--- src/rtl/puf_pkg.sv ---
// Shared types and constants for the PUF response UART transmit path.
// Holds the frame FSM encoding and the default bit timing for a 100 MHz clock at 115200 baud.
package puf_pkg;

    localparam int RESP_W               = 8;
    localparam int BIT_IDX_W            = $clog2(RESP_W);
    localparam int CLKS_PER_BIT_DEFAULT = 868;
    localparam int CNT_W_DEFAULT        = 10;

    typedef enum logic [1:0] {
        IDLE  = 2'd0,
        START = 2'd1,
        DATA  = 2'd2,
        STOP  = 2'd3
    } tx_state_t;

endpackage

--- src/rtl/puf_baud_tick.sv ---
// Bit-period counter for the UART transmitter.
// Counts 0..CLKS_PER_BIT-1 and flags the final cycle of each bit period.
module puf_baud_tick
    import puf_pkg::*;
#(
    parameter int CLKS_PER_BIT = CLKS_PER_BIT_DEFAULT,
    parameter int CNT_W        = CNT_W_DEFAULT
) (
    input  logic clk,
    input  logic rst,
    input  logic clr,
    output logic bit_end
);

    localparam logic [CNT_W-1:0] LAST = CNT_W'(CLKS_PER_BIT - 1);

    logic [CNT_W-1:0] count;

    assign bit_end = (count == LAST);

    // Wrapping at bit_end keeps the count at or below CLKS_PER_BIT-1.
    always_ff @(posedge clk or posedge rst) begin
        if (rst) begin
            count <= '0;
        end else if (clr || bit_end) begin
            count <= '0;
        end else begin
            count <= count + 1'b1;
        end
    end

endmodule

--- src/rtl/puf_response_uart_tx.sv ---
// Captures each new PUF response from the response buffer and sends it as one 8N1 UART frame, LSB first.
// Reports completion with a one-cycle tx_done pulse and flags dropped responses in a sticky overrun bit.
module puf_response_uart_tx
    import puf_pkg::*;
#(
    parameter int CLKS_PER_BIT = CLKS_PER_BIT_DEFAULT,
    parameter int CNT_W        = CNT_W_DEFAULT
) (
    input  logic              clk,
    input  logic              rst,
    input  logic              ready_to_read,
    input  logic [RESP_W-1:0] response,
    input  logic              clr_overrun,
    output logic              tx,
    output logic              busy,
    output logic              tx_done,
    output logic              overrun
);

    // Handshake: a response is offered in the cycle where ready_to_read is high and was low the
    // cycle before, and response is sampled only in that cycle. There is no back-pressure: an offer
    // made while a frame is in flight (including its final stop cycle) is dropped and sets overrun.

    tx_state_t               state;
    tx_state_t               state_next;
    logic                    rtr_q;
    logic                    new_resp;
    logic                    bit_end;
    logic                    last_bit;
    logic [RESP_W-1:0]       shift;
    logic [BIT_IDX_W-1:0]    bit_idx;

    always_ff @(posedge clk or posedge rst) begin
        if (rst) begin
            rtr_q <= 1'b0;
        end else begin
            rtr_q <= ready_to_read;
        end
    end

    assign new_resp = ready_to_read & ~rtr_q;
    assign last_bit = (bit_idx == BIT_IDX_W'(RESP_W - 1));

    // The counter sits at zero while idle, so START always begins a full bit period.
    puf_baud_tick #(
        .CLKS_PER_BIT (CLKS_PER_BIT),
        .CNT_W        (CNT_W)
    ) u_baud (
        .clk     (clk),
        .rst     (rst),
        .clr     (state == IDLE),
        .bit_end (bit_end)
    );

    always_ff @(posedge clk or posedge rst) begin
        if (rst) begin
            state <= IDLE;
        end else begin
            state <= state_next;
        end
    end

    always_comb begin
        state_next = state;
        case (state)
            IDLE:    if (new_resp) state_next = START;
            START:   if (bit_end) state_next = DATA;
            DATA:    if (bit_end && last_bit) state_next = STOP;
            STOP:    if (bit_end) state_next = IDLE;
            default: state_next = IDLE;
        endcase
    end

    // tx is decoded from registered state so reset drives the line high without waiting for a clock.
    always_comb begin
        tx = 1'b1;
        case (state)
            START:   tx = 1'b0;
            DATA:    tx = shift[0];
            default: tx = 1'b1;
        endcase
    end

    always_ff @(posedge clk or posedge rst) begin
        if (rst) begin
            shift   <= '0;
            bit_idx <= '0;
            busy    <= 1'b0;
            tx_done <= 1'b0;
            overrun <= 1'b0;
        end else begin
            tx_done <= 1'b0;
            case (state)
                IDLE: begin
                    if (new_resp) begin
                        shift   <= response;
                        bit_idx <= '0;
                        busy    <= 1'b1;
                    end
                end
                START: begin
                    if (bit_end) bit_idx <= '0;
                end
                DATA: begin
                    if (bit_end) begin
                        shift   <= shift >> 1;
                        bit_idx <= bit_idx + 1'b1;
                    end
                end
                STOP: begin
                    if (bit_end) begin
                        busy    <= 1'b0;
                        tx_done <= 1'b1;
                    end
                end
                default: ;
            endcase
            // Setting takes priority over a coincident clear.
            if (new_resp && (state != IDLE)) begin
                overrun <= 1'b1;
            end else if (clr_overrun) begin
                overrun <= 1'b0;
            end
        end
    end

endmodule

--- config.mk ---
export PLATFORM = sky130hd
export DESIGN_NAME = puf_response_uart_tx
export DESIGN_NICKNAME = d
export VERILOG_FILES = /design/src/rtl/puf_pkg.sv /design/src/rtl/puf_baud_tick.sv /design/src/rtl/puf_response_uart_tx.sv
export SDC_FILE = /design/constraint.sdc
export NUM_CORES = 1
export LEC_CHECK = 0
export BUFFER_PORTS_ARGS = -buffer_cell sky130_fd_sc_hd__buf_2
export CORE_ASPECT_RATIO = 2
export CORE_UTILIZATION = 35
export CTS_BUF_LIST = sky130_fd_sc_hd__clkbuf_4 sky130_fd_sc_hd__clkbuf_8 sky130_fd_sc_hd__clkbuf_16
export DETAILED_ROUTE_END_ITERATION = 8
export SLEW_MARGIN = 20
export SYNTH_ARGS = -nofsm -noshare
export SYNTH_HDL_FRONTEND = slang
export SYNTH_HIERARCHICAL = 1
export SYNTH_SLANG_ARGS = --single-unit
--- constraint.sdc ---
create_clock -name clk -period 2.54 [get_ports clk]
set_clock_uncertainty 0.2 [all_clocks]
set_input_delay 0.381 -clock clk [delete_from_list [all_inputs] [get_ports clk]]
set_output_delay 0.381 -clock clk [all_outputs]
set_load 0.03 [all_outputs]
## Word-level counts from Yosys, hierarchy flattened

Cells that the tools add are included.

- Word-level logic and storage cells: 56
- Register bits after elaboration: 27

- Equality and inequality tests: 10
- Bitwise operators: 2
- Muxes and demuxes: 21
- Add/subtract/negate cells: 2
- Reduce and logical (&&, ||, !) cells: 13

Operator list:

| kind | count |
|---|---|
| $mux W8 | 2 |
| $pmux W8 S2 | 1 |
| $add A10 B1 Y10 const B | 1 |
| $eq A10 B10 Y1 const B | 1 |
| $mux W10 | 1 |
| $ne A2 B2 Y1 const B | 5 |
| $mux W3 | 3 |
| $pmux W3 S3 | 1 |
| $mux W2 | 4 |
| $pmux W2 S4 | 1 |
| $reduce_and A4 Y1 | 2 |
| $reduce_bool A2 Y1 | 4 |
| $mux W1 | 6 |
| $reduce_and A3 Y1 | 2 |
| $eq A2 B2 Y1 const B | 2 |
| $pmux W1 S2 | 2 |
| $add A3 B1 Y3 const B | 1 |
| $eq A3 B3 Y1 const B | 1 |
| $reduce_bool A3 Y1 | 1 |
| $eq A2 B1 Y1 const B | 1 |
| $logic_and A1 B1 Y1 | 2 |
| $logic_not A2 Y1 | 1 |
| $and A1 B1 Y1 | 1 |
| $logic_or A1 B1 Y1 | 1 |
| $not A1 Y1 | 1 |

## Depth between registers and ports, before layout

- Word-level depth: 4
- Gate-level depth with buffers: 7
- Mapped depth without buffers: 6

## Cells and area by module

The synthesis kept the hierarchy.

By module, submodules not included:

| module | cells an instance | area each (µm²) | instances |
|---|---|---|---|
| puf_response_uart_tx | 86 | 963.4 | 1 |
| puf_baud_tick | 57 | 569.3 | 1 |

## Least setup slack after synthesis

OpenSTA, ideal clock, no wires.

- Path type: flip-flop to flip-flop
- From: reg u_baud.count[0]
- To: reg shift[1]
- Path buffers: 0
- Cell stages (with the launch flop): 7
- Slack: -0.102 ns
- Data required time: 2.215 ns
- Arrival: 2.317 ns
- Cells stage by stage: dfrtp_1 ha_1 nand4bb_4 nor4_1 and2b_4 a211oi_4 mux2_2

- Longest elaborated chain between the ends: 3

Ends and longest elaborated chain:

| item | line | source |
|---|---|---|
| start: declaration | puf_baud_tick.sv:17 | `logic [CNT_W-1:0] count;` |
| start signal: assignment | puf_baud_tick.sv:28 | `count <= count + 1'b1;` |
| $eq A10 B10 Y1 | puf_baud_tick.sv:19 | `assign bit_end = (count == LAST);` |
| net bit_end | puf_response_uart_tx.sv:28 | `logic bit_end;` |
| $ne A2 B2 Y1 (no line) | -- |  |
| $reduce_and A3 Y1 (no line) | -- |  |
| end signal: assignment | puf_response_uart_tx.sv:96 | `shift <= response;` |
| end signal: assignment | puf_response_uart_tx.sv:106 | `shift <= shift >> 1;` |
| end: declaration | puf_response_uart_tx.sv:30 | `logic [RESP_W-1:0] shift;` |

The timed path passes the listed nets, and every way through them passes these cells.
A chain may end at the register's enable or synchronous reset.

## Worst setup path in the final report

- From: reg u_baud.count[1]
- To: reg shift[6]

Same word-level chain as after synthesis.

==> impl_metrics.csv <==
group,metric,value,unit
global_route,overflow,0,
sta,fin_setup_tns,0,ps
cells_and_area,fin_nets,186,
power_and_ir_drop,combPwrFrac,0.058,
logic_synthesis,ys_ff_latch,27,
logic_synthesis,yosysSeqAreaShare,0.441,
sta,setup_viol,0,
sta,fmax,421,MHz
setup_path,r2r_slack,170,ps
logic_synthesis,ys_warn_count,6,
logic_synthesis,yosys.area.top_type_share,0.441,
placed_design,gp_congestion,0.817,
setup_path,cp.arrival,2330,ps
drt,ant_nets,0,
worst_hold_path,hold_path.class,"input pin to flop",
power_and_ir_drop,sw_frac_of_total,0.222,
power_and_ir_drop,peakVddDrop,435,uV
sta,finalHoldViolCount,0,
setup_path,path_class,"flop to flop",
logic_synthesis,syn_inst,143,
drt,vias,1140,
clocking,cts_sinks,27,
outcome,status,"completed",
power_and_ir_drop,clockPowerShare,0.335,
clocking,ctsResizeCount,0,
setup_path,cp-end-kind,"flop",
logic_synthesis,synth.most_common_cell,"dfrtp_1",
setup_path,start_kind,"flop",
drt,drt_pass1_iterations,4,
global_route,grt_max_degree,18,
setup_path,path_cells,"ha_1 > nand4bb_4 > nor4_2 > and2b_4 > a211oi_4 > mux2_2",
floorplan,rows,33,
power_and_ir_drop,internal_power,565,uW
global_route,grt_antenna_before_repair,0,
setup_path,required,2490,ps
logic_synthesis,yosys.area_share.adder,0.0571,
setup_path,cp_slowest_stage_delay,390,ps
power_and_ir_drop,p_leak,0.805,nW
setup_path,cp_max_fo,7,
logic_synthesis,synth_xor_xnor_area_share,0.0171,
logic_synthesis,synth_edf_count,0,
global_route,grt_pass1_wl,5020,um
placed_design,dp.cells,213,
logic_synthesis,yosys.area_share.simple,0.162,
floorplan,start_util,0.371,
global_route,grtUsageTotal,0.138,
power_and_ir_drop,p_sw,161,uW
run,max-cap-violations,0,
placed_design,io_buffers,15,
logic_synthesis,async_flop_share,1.00,
worst_hold_path,min_path_cells,1,
logic_synthesis,yosysTopAreaCell,"dfrtp_1",
cells_and_area,layout.cells.non_filler,218,
floorplan,die_y,95.6,um
clocking,clockBufferDepth,2,
logic_synthesis,yosys-top-cells-area,"dfrtp_1, mux2_2, ha_1",
logic_synthesis,dominantRegCellSynth,"dfrtp_1",
placed_design,dp_hpwl,2330,um
clocking,clock_latency,270,ps
floorplan,core-area,0.00413,mm2
drt,first_iter_violations,12,
logic_synthesis,synth_top_family_by_area,"simple AND/OR/NAND/NOR gates",
clocking,cts_root_buffer,"clkbuf_8",
sta,fin_crit_sh,0.935,
sta,rsz0062_at_grt,"no",
logic_synthesis,ys_types,40,
clocking,h-tree-depth,1,
sta,tightest_slew,693,ps
logic_synthesis,syn_area,0.00153,mm2
sta,drv_slew,0,
cells_and_area,syn_to_final_growth,14.9,%
worst_hold_path,hold_start,"ready_to_read",
floorplan,die_width,48.8,um
worst_hold_path,worstHoldEndpoint,"rtr_q$_DFF_PP0_",
setup_path,reg2reg_to,"shift[6]$_DFFE_PP0P_",
logic_synthesis,synth_common_cells,"dfrtp_1, inv_1, mux2_2",
cells_and_area,num_antenna_cells,0,
power_and_ir_drop,p_per_area,412,mW/mm2
floorplan,ioPinCount,16,
global_route,grt_pass1_vias,1142,
sta,slew_headroom,0.538,
logic_synthesis,syn-num-nets,162,
setup_path,timing.rr.start,"u_baud/count[1]$_DFF_PP0_",
power_and_ir_drop,p_seq_frac,0.607,
floorplan,die_area,0.00466,mm2
drt,postRouteWirelength,2920,um
setup_path,worstRegToRegCells,6,
logic_synthesis,synth.area.mux_share,0.108,
clocking,clkTransAtPathRegs,100,ps
drt,wl_per_cell,13.4,um
sta,finalCriticalPeriod,2370,ps
cells_and_area,final_layout_size_suffix_gt1_frac,0.277,
clocking,cts_tree,"done",
setup_path,cpMaxStageDelayCell,"mux2_2",
logic_synthesis,synth_compound_area_frac,0.156,
drt,vias_per_cell,5.23,
logic_synthesis,synth_area_per_cell,10.7,um2
drt,drc,0,
clocking,cts_inserted_buffers,3,
==> what timing repair did <==
item                                    CTS  global route
endpoints found under the setup margin    0             6
hold buffers                              1             0
endpoints found under the hold margin    10             0
buffers inserted                          0             0
==> area by class of cell <==
type / count / area (um2)
clock buffer: 3 / 41.3
clock inverter: 1 / 5.00
fill: 408 / 2370
inverter: 15 / 56.3
multi-input combinational: 96 / 773
sequential: 27 / 676
tap: 52 / 65.1
timing repair buffer: 24 / 145
==> layer usage <==
metal,track usage,vias to the layer above,share of wire
met5,0,-,0
met3,0.00797,6,0.013
met4,0.0760,0,0.021
met1,0.149,556,0.40
li1,-,562,-
met2,0.264,16,0.57
==> how the worst max path moves through the flow <==
stage	endpoint	startpoint	slack, ps	depth (start not counted)
2_1_floorplan	shift[1]$_DFFE_PP0P_	u_baud/count[0]$_DFF_PP0_	50	6
3_3_place_gp	shift[2]$_DFFE_PP0P_	u_baud/count[0]$_DFF_PP0_	170	6
3_5_place_dp	shift[6]$_DFFE_PP0P_	u_baud/count[1]$_DFF_PP0_	130	6
4_1_cts	shift[6]$_DFFE_PP0P_	u_baud/count[1]$_DFF_PP0_	100	6
5_1_grt	shift[6]$_DFFE_PP0P_	u_baud/count[1]$_DFF_PP0_	5	6
6_report	shift[6]$_DFFE_PP0P_	u_baud/count[1]$_DFF_PP0_	170	6
==> worst max-delay path, delay by kind of cell (launching register included) <==
family | cells | cell delay (ps)
mux | 1 | 390
compound gates | 1 | 360
fa+ha+maj | 1 | 280
simple gates | 3 | 660
flops | 1 | 370
==> flip-flops by register name (all words and copies together) (netlist names) <==
name	count
busy	1
bit_idx	3
rtr_q	1
tx_done	1
u_baud/count	10
state	2
overrun	1
shift	8
==> logic make-up after synthesis <==
family / Yosys count
and+or+nand+nor: 40
adders and majority gates: 7
AOI/OAI and AO/OA: 31
DFF: 27
muxes: 15
xor gates and xnor gates: 3
buffers and inverters: 20
==> power groups by stage <==
stage | clock, mW | sequential, mW | combinational, mW
6_report | 0.243 | 0.441 | 0.0420
5_1_grt | 0.267 | 0.442 | 0.0479
4_1_cts | 0.250 | 0.441 | 0.0430
3_5_place_dp | 0 | 0.450 | 0.0418
3_3_place_gp | 0 | 0.449 | 0.0405
2_1_floorplan | 0 | 0.451 | 0.0224
==> layout by cell type (no fill, tap or decap), types with 2 or more instances in the layout <==
| master | Yosys | layout |
|---|---|---|
| inv_1 | 15 | 15 |
| nand3_1 | 9 | 9 |
| clkbuf_8 | 0 | 3 |
| buf_2 | 3 | 15 |
| a2bb2oi_1 | 2 | 2 |
| or3_1 | 4 | 4 |
| nand2b_1 | 2 | 2 |
| dfrtp_1 | 27 | 27 |
| o211ai_1 | 3 | 3 |
| nor2_1 | 8 | 8 |
| o21ai_0 | 8 | 8 |
| mux2i_1 | 3 | 3 |
| ha_1 | 7 | 7 |
| and4b_1 | 2 | 2 |
| buf_4 | 1 | 8 |
| xor2_1 | 2 | 2 |
| a21oi_1 | 6 | 6 |
| mux2_2 | 12 | 12 |
| o22ai_1 | 2 | 2 |
| nand2_1 | 5 | 5 |
| nand4_1 | 2 | 2 |
==> metrics by stage <==
stage               total power, mW  cell area (um2)   util  hold slack, ps  setup slack [ps]
floorplan                     0.474             1540      -            21.2              51.3
global placement              0.489             1710  0.413             182               168
detailed placement            0.491             1710  0.413             193               126
CTS                           0.734             1760  0.427            38.8              96.5
global route                  0.757             1760  0.427            38.2              4.76
finish                        0.726             1760  0.427            42.9               166
No activity file was read; power rests on OpenSTA's default activity.
